## src/rtl/vdot_pkg.sv

```systemverilog
// Shared encodings, FSM state type and lane-count helper for the VDOT sequencer.
package vdot_pkg;

  localparam logic [6:0] OP_VDOT = 7'b0101011;

  localparam logic [2:0] EW8  = 3'd0;
  localparam logic [2:0] EW16 = 3'd1;
  localparam logic [2:0] EW32 = 3'd2;

  typedef enum logic [2:0] {
    S_IDLE   = 3'd0,
    S_REQ_A  = 3'd1,
    S_WAIT_A = 3'd2,
    S_REQ_B  = 3'd3,
    S_WAIT_B = 3'd4,
    S_MAC    = 3'd5,
    S_DONE   = 3'd6
  } state_t;

  function automatic int unsigned lanes_for(input logic [2:0] width, input int unsigned xlen);
    case (width)
      EW8:     return xlen / 8;
      EW16:    return xlen / 16;
      default: return xlen / 32;
    endcase
  endfunction

endpackage

```

## src/rtl/vdot_lane_mac.sv

```systemverilog
// Combinational signed multiply-sum of the first i_k packed elements of two words.
// Element 0 sits in the LSBs; lanes at or above i_k contribute nothing.
module vdot_lane_mac
  import vdot_pkg::*;
#(
  parameter int XLEN  = 32,
  parameter int LEN_W = 7,
  parameter int SUMW  = XLEN + LEN_W
) (
  input  logic [XLEN-1:0]        i_a,
  input  logic [XLEN-1:0]        i_b,
  input  logic [2:0]             i_width,
  input  logic [LEN_W-1:0]       i_k,
  output logic signed [SUMW-1:0] o_sum
);

  logic signed [15:0] w_p8;
  logic signed [31:0] w_p16;
  logic signed [63:0] w_p32;

  always_comb begin
    o_sum = '0;
    w_p8  = '0;
    w_p16 = '0;
    w_p32 = '0;
    for (int i = 0; i < XLEN / 8; i++) begin
      if (i_width == EW8 && i < int'(i_k)) begin
        w_p8  = $signed(i_a[i*8 +: 8]) * $signed(i_b[i*8 +: 8]);
        o_sum = o_sum + SUMW'(w_p8);
      end
    end
    for (int i = 0; i < XLEN / 16; i++) begin
      if (i_width == EW16 && i < int'(i_k)) begin
        w_p16 = $signed(i_a[i*16 +: 16]) * $signed(i_b[i*16 +: 16]);
        o_sum = o_sum + SUMW'(w_p16);
      end
    end
    for (int i = 0; i < XLEN / 32; i++) begin
      if (i_width == EW32 && i < int'(i_k)) begin
        w_p32 = $signed(i_a[i*32 +: 32]) * $signed(i_b[i*32 +: 32]);
        o_sum = o_sum + SUMW'(w_p32);
      end
    end
  end

endmodule

```

## src/rtl/vdot_seq_ctrl.sv

```systemverilog
// Multi-cycle VDOT sequencer: fetches A/B words, accumulates signed lane products, one write-back.
// Define VDOT_SAT_EN for saturating accumulation with a sticky sat_o flag.
module vdot_seq_ctrl
  import vdot_pkg::*;
#(
  parameter int XLEN   = 32,
  parameter int LEN_W  = 7,
  parameter int ADDR_W = 32
) (
  input  logic              clk,
  input  logic              rst,
  input  logic              inst_valid,
  input  logic [31:0]       inst,
  input  logic [XLEN-1:0]   rs1_val,
  input  logic [XLEN-1:0]   rs2_val,
  output logic              inst_ready,
  output logic              stall,
  output logic              mem_req,
  output logic [ADDR_W-1:0] mem_addr,
  input  logic              mem_gnt,
  input  logic              mem_rvalid,
  input  logic [XLEN-1:0]   mem_rdata,
  output logic              wb_valid,
  output logic [4:0]        wb_rd,
  output logic [XLEN-1:0]   wb_data,
  output logic              illegal
`ifdef VDOT_SAT_EN
  , output logic            sat_o
`endif
);

  // Saturation needs the untruncated products to see the true overflow.
`ifdef VDOT_SAT_EN
  localparam int SUMW = 2 * XLEN + LEN_W;
`else
  localparam int SUMW = XLEN + LEN_W;
`endif

  state_t            r_state, w_next;
  logic [4:0]        r_rd;
  logic [2:0]        r_width;
  logic [LEN_W-1:0]  r_rem;
  logic [ADDR_W-1:0] r_addr_a, r_addr_b;
  logic [XLEN-1:0]   r_word_a, r_word_b, r_acc;
  logic              r_ill;

  logic                   w_accept, w_bad;
  logic [LEN_W-1:0]       w_n, w_lanes, w_k, w_rem_nxt;
  logic signed [SUMW-1:0] w_sum;
  logic [XLEN-1:0]        w_acc_nxt;
  logic                   w_unused;

  assign w_unused  = ^inst[24:15];
  assign w_accept  = inst_valid && (inst[6:0] == OP_VDOT) && (r_state == S_IDLE);
  assign w_bad     = (inst[14:12] > EW32) || (rs1_val[1:0] != 2'b00) || (rs2_val[1:0] != 2'b00);
  assign w_n       = LEN_W'(inst[31:25]);
  assign w_lanes   = LEN_W'(lanes_for(r_width, XLEN));
  assign w_k       = (r_rem < w_lanes) ? r_rem : w_lanes;
  assign w_rem_nxt = r_rem - w_k;

  vdot_lane_mac #(.XLEN(XLEN), .LEN_W(LEN_W), .SUMW(SUMW)) u_mac (
    .i_a     (r_word_a),
    .i_b     (r_word_b),
    .i_width (r_width),
    .i_k     (w_k),
    .o_sum   (w_sum)
  );

`ifdef VDOT_SAT_EN
  logic               r_sat;
  logic               w_ovf;
  logic signed [SUMW:0] w_wide, w_max, w_min;

  assign w_max  = {{(SUMW + 2 - XLEN){1'b0}}, {(XLEN - 1){1'b1}}};
  assign w_min  = {{(SUMW + 2 - XLEN){1'b1}}, {(XLEN - 1){1'b0}}};
  assign w_wide = {{(SUMW + 1 - XLEN){r_acc[XLEN-1]}}, r_acc} + {w_sum[SUMW-1], w_sum};

  always_comb begin
    w_ovf     = 1'b0;
    w_acc_nxt = w_wide[XLEN-1:0];
    if (w_wide > w_max) begin
      w_ovf     = 1'b1;
      w_acc_nxt = w_max[XLEN-1:0];
    end else if (w_wide < w_min) begin
      w_ovf     = 1'b1;
      w_acc_nxt = w_min[XLEN-1:0];
    end
  end

  assign sat_o = r_sat && wb_valid;
`else
  assign w_acc_nxt = r_acc + w_sum[XLEN-1:0];
`endif

  always_comb begin
    w_next = r_state;
    case (r_state)
      S_IDLE:   if (w_accept) w_next = (w_bad || w_n == '0) ? S_DONE : S_REQ_A;
      S_REQ_A:  if (mem_gnt) w_next = S_WAIT_A;
      S_WAIT_A: if (mem_rvalid) w_next = S_REQ_B;
      S_REQ_B:  if (mem_gnt) w_next = S_WAIT_B;
      S_WAIT_B: if (mem_rvalid) w_next = S_MAC;
      S_MAC:    w_next = (w_rem_nxt == '0) ? S_DONE : S_REQ_A;
      default:  w_next = S_IDLE;
    endcase
  end

  always_comb begin
    mem_req    = (r_state == S_REQ_A) || (r_state == S_REQ_B);
    mem_addr   = '0;
    if (r_state == S_REQ_A) mem_addr = r_addr_a;
    if (r_state == S_REQ_B) mem_addr = r_addr_b;
    inst_ready = (r_state == S_IDLE);
    stall      = (inst_valid && inst[6:0] == OP_VDOT && r_state == S_IDLE)
              || (r_state != S_IDLE && r_state != S_DONE);
    wb_valid   = (r_state == S_DONE) && !r_ill;
    illegal    = (r_state == S_DONE) && r_ill;
    wb_rd      = r_rd;
    wb_data    = r_acc;
  end

  always_ff @(posedge clk) begin
    if (rst) begin
      r_state  <= S_IDLE;
      r_rd     <= '0;
      r_width  <= '0;
      r_rem    <= '0;
      r_addr_a <= '0;
      r_addr_b <= '0;
      r_word_a <= '0;
      r_word_b <= '0;
      r_acc    <= '0;
      r_ill    <= 1'b0;
`ifdef VDOT_SAT_EN
      r_sat    <= 1'b0;
`endif
    end else begin
      r_state <= w_next;
      case (r_state)
        S_IDLE: if (w_accept) begin
          r_rd     <= inst[11:7];
          r_width  <= inst[14:12];
          r_rem    <= w_n;
          r_addr_a <= ADDR_W'(rs1_val);
          r_addr_b <= ADDR_W'(rs2_val);
          r_acc    <= '0;
          r_ill    <= w_bad;
`ifdef VDOT_SAT_EN
          r_sat    <= 1'b0;
`endif
        end
        S_WAIT_A: if (mem_rvalid) r_word_a <= mem_rdata;
        S_WAIT_B: if (mem_rvalid) r_word_b <= mem_rdata;
        S_MAC: begin
          r_acc    <= w_acc_nxt;
          r_rem    <= w_rem_nxt;
          r_addr_a <= r_addr_a + ADDR_W'(4);
          r_addr_b <= r_addr_b + ADDR_W'(4);
`ifdef VDOT_SAT_EN
          r_sat    <= r_sat | w_ovf;
`endif
        end
        default: ;
      endcase
    end
  end

endmodule

```

## config.mk

```make
export PLATFORM = sky130hd
export DESIGN_NAME = vdot_seq_ctrl
export DESIGN_NICKNAME = d
export VERILOG_FILES = /design/src/rtl/vdot_pkg.sv /design/src/rtl/vdot_lane_mac.sv /design/src/rtl/vdot_seq_ctrl.sv
export SDC_FILE = /design/constraint.sdc
export NUM_CORES = 2
export LEC_CHECK = 0
export ABC_AREA = 1
export CORE_ASPECT_RATIO = 0.7
export CORE_MARGIN = 2
export CORE_UTILIZATION = 66
export CTS_CLUSTER_DIAMETER = 120
export DETAILED_ROUTE_END_ITERATION = 16
export GPL_TIMING_DRIVEN = 0
export PLACE_DENSITY = 0.84
export SKIP_CTS_REPAIR_TIMING = 1
export SKIP_LAST_GASP = 1
export SYNTH_ARGS = -nofsm -noshare
export SYNTH_HDL_FRONTEND = slang
export SYNTH_HIERARCHICAL = 1
export SYNTH_SLANG_ARGS = --single-unit
```

## constraint.sdc

```tcl
create_clock -name clk -period 37.2 [get_ports clk]
set_input_delay 11.16 -clock clk [delete_from_list [all_inputs] [get_ports clk]]
set_output_delay 11.16 -clock clk [all_outputs]
set_load 0.02 [all_outputs]
```

==> results.sh <==
export IMPL_worstPathRequired_ns=37.63
export IMPL_clock_sinks=179
export IMPL_seqCellArea_sq_um=3580
export IMPL_worstSkewPairLatency_ns=0.51
export IMPL_gp_congestion=1.14
export IMPL_end_kind="register"
export IMPL_grt_total_usage_pct=51.0
export IMPL_pwr_share_clk_pct=10.3
export IMPL_drt_iter0_markers=8518
export IMPL_port_buffers=194
export IMPL_critPathKind="reg2reg"
export IMPL_relSlewSlack_pct=9.82
export IMPL_htreeDepth=4
export IMPL_vias=61600
export IMPL_grt_setup_unrepaired="no"
export IMPL_grt_pass1_wl_um=388000
export IMPL_fin_nets=11200
export IMPL_internal_power_mw=0.791
export IMPL_synth_cells=8769
export IMPL_num_rows=98
export IMPL_antenna_found_initial=19
export IMPL_power_mw=2.03
export IMPL_wl_um=265000
export IMPL_status="complete, no violations"
export IMPL_die_area_sq_um=105000
export IMPL_tns_ns=0
export IMPL_multi_input_area_sq_um=53500
export IMPL_crit_fanout=10
export IMPL_setup_violations=0
export IMPL_cap_violations=0
export IMPL_cpMaxStageDelayCell="clkbuf_1"
export IMPL_hold_viol=0
export IMPL_fill_cells=8494
export IMPL_cts_tree="yes"
export IMPL_vdd_drop_max_uv=38.1
export IMPL_min_period_ns=36.44
export IMPL_cts_reportedPaths_clkPinSlew_ns=0.08
export IMPL_power_frac_seq_pct=10.9
export IMPL_drv_slew=0
export IMPL_leakagePower_nw=39.9
export IMPL_drive_above_1_share_pct=2.87
export IMPL_grt_pass1_vias=60700
export IMPL_wl_per_cell_um=25.5
export IMPL_area_growth_pct=6.46
export IMPL_grt_max_degree=26
export IMPL_slowest_delay_ns=0.88
export IMPL_path_buf_inv=28
export IMPL_ios=207
export IMPL_clock_path_buffers=2
export IMPL_die_x_um=387
export IMPL_p_sw_mw=1.24
export IMPL_critPathTopFamily="adder cells"
export IMPL_startpoint_type="register"
export IMPL_syn_avg_cell_area_sq_um=7.72
export IMPL_pwr_density_cell_nw_per_um2=28.1
export IMPL_cts_root_buf="clkbuf_16"
export IMPL_synth_warnings=6
export IMPL_hp_class="reg2reg"
export IMPL_netlist_area_sq_um=67700
export IMPL_clock_fmax_ghz=0.0274
export IMPL_share_comb_of_total_power_pct=78.9
export IMPL_ant_nets=0
export IMPL_fin_util_pct=70.7
export IMPL_firstDrtPassIters=9
export IMPL_dp_hpwl_um=232000
export IMPL_via_per_inst=5.93
export IMPL_coreArea_sq_um=102000
export IMPL_die_h_um=272
export IMPL_crit_arrival_ns=36.87
export IMPL_numCtsBuffers=17
export IMPL_start_util_pct=66.4
export IMPL_p_sw_share_pct=61.0
export IMPL_crit_top_cell="fa_1"
export IMPL_drc=0
export IMPL_tightest_slew_ns=1.35
export IMPL_finClkSkew_ns=0.0187
export IMPL_fin_crit_sh_pct=98.0
export IMPL_grt_ovfl_total=0
## per-layer routing
metal	vias up	wire length, um	GRT usage (%)
met5	-	677	3.15
met3	871	50700	28.8
met4	24	15900	23.9
met2	4832	98500	65.7
li1	26100	-	-
met1	29700	98800	68.4
## power groups by stage
stage | clock [mW] | sequential [mW] | combinational, mW
after floorplan | 0 | 0.214 | 0.911
after global placement | 0 | 0.223 | 1.44
after global routing | 0.215 | 0.220 | 1.69
after CTS | 0.205 | 0.219 | 1.50
after detailed placement | 0 | 0.223 | 1.48
final | 0.208 | 0.220 | 1.60
## per-stage QoR
| stage | instance area (sq um) | setup WS, ns | hold WS [ns] | std cells |
|---|---|---|---|---|
| final | 72100 | 0.756 | 0.449 | 10400 |
| after global routing | 72000 | 0.0332 | 0.470 | 10400 |
| after CTS | 72000 | 1.66 | 0.448 | 10400 |
| after detailed placement | 71400 | 1.92 | 0.437 | 10300 |
| after global placement | 71300 | 1.86 | 0.433 | 10300 |
| after floorplan | 67700 | 8.37 | 0.420 | 8772 |
## placed cells by master, fill, tap and decap left out, types with 20 or more instances in the layout
cell,count
clkbuf_1,224
or2_2,50
o211ai_1,20
o21ai_2,33
buf_2,43
a31oi_1,29
inv_1,2454
buf_1,28
clkdlybuf4s50_1,194
dfxtp_1,179
xnor2_1,43
a21oi_1,407
o21a_1,21
diode_2,26
nor3_1,50
o21ai_0,208
xor2_1,63
nand4_1,29
nor2_1,347
ha_1,604
o22ai_1,25
nand3_1,286
nand2_1,1961
fa_1,1431
a21o_1,29
o21ai_1,31
## tightest hold or removal path: cells and delay by family, from the launching register on
family / cells / cell delay, ns
AOI/OAI and AO/OA: 1 / 0.05
DFF: 1 / 0.31
buffers and inverters: 1 / 0.04
## registers in the layout (all words and copies together), names as in the netlist
register  count
r_width       3
r_ill         1
r_word_a     32
r_rem         7
wb_data      32
r_addr_a     32
wb_rd         5
r_addr_b     32
r_state       3
r_word_b     32
## final cells by class
cell class	count	area share, %
Timing Repair Buffer	196	2.73
Clock inverter	14	0.269
Antenna cell	26	0.0903
Tap cell	1350	2.34
Clock buffer	18	0.595
Buffer	315	1.86
Sequential cell	179	4.97
Multi-Input combinational cell	5806	74.3
Inverter	2472	12.9
## worst paths after layout
check	start	to	slack, ns	depth (start not counted)
min	r_word_a[23]$_SDFFE_PP0P_	r_word_a[23]$_SDFFE_PP0P_	0.45	2
max	r_word_a[4]$_SDFFE_PP0P_	wb_data[30]$_SDFFE_PP0P_	0.76	134
max reg2reg	r_word_a[4]$_SDFFE_PP0P_	wb_data[30]$_SDFFE_PP0P_	0.76	134
min reg2reg	r_word_a[23]$_SDFFE_PP0P_	r_word_a[23]$_SDFFE_PP0P_	0.45	2
Note: power is estimated with default switching activity, not from simulation.
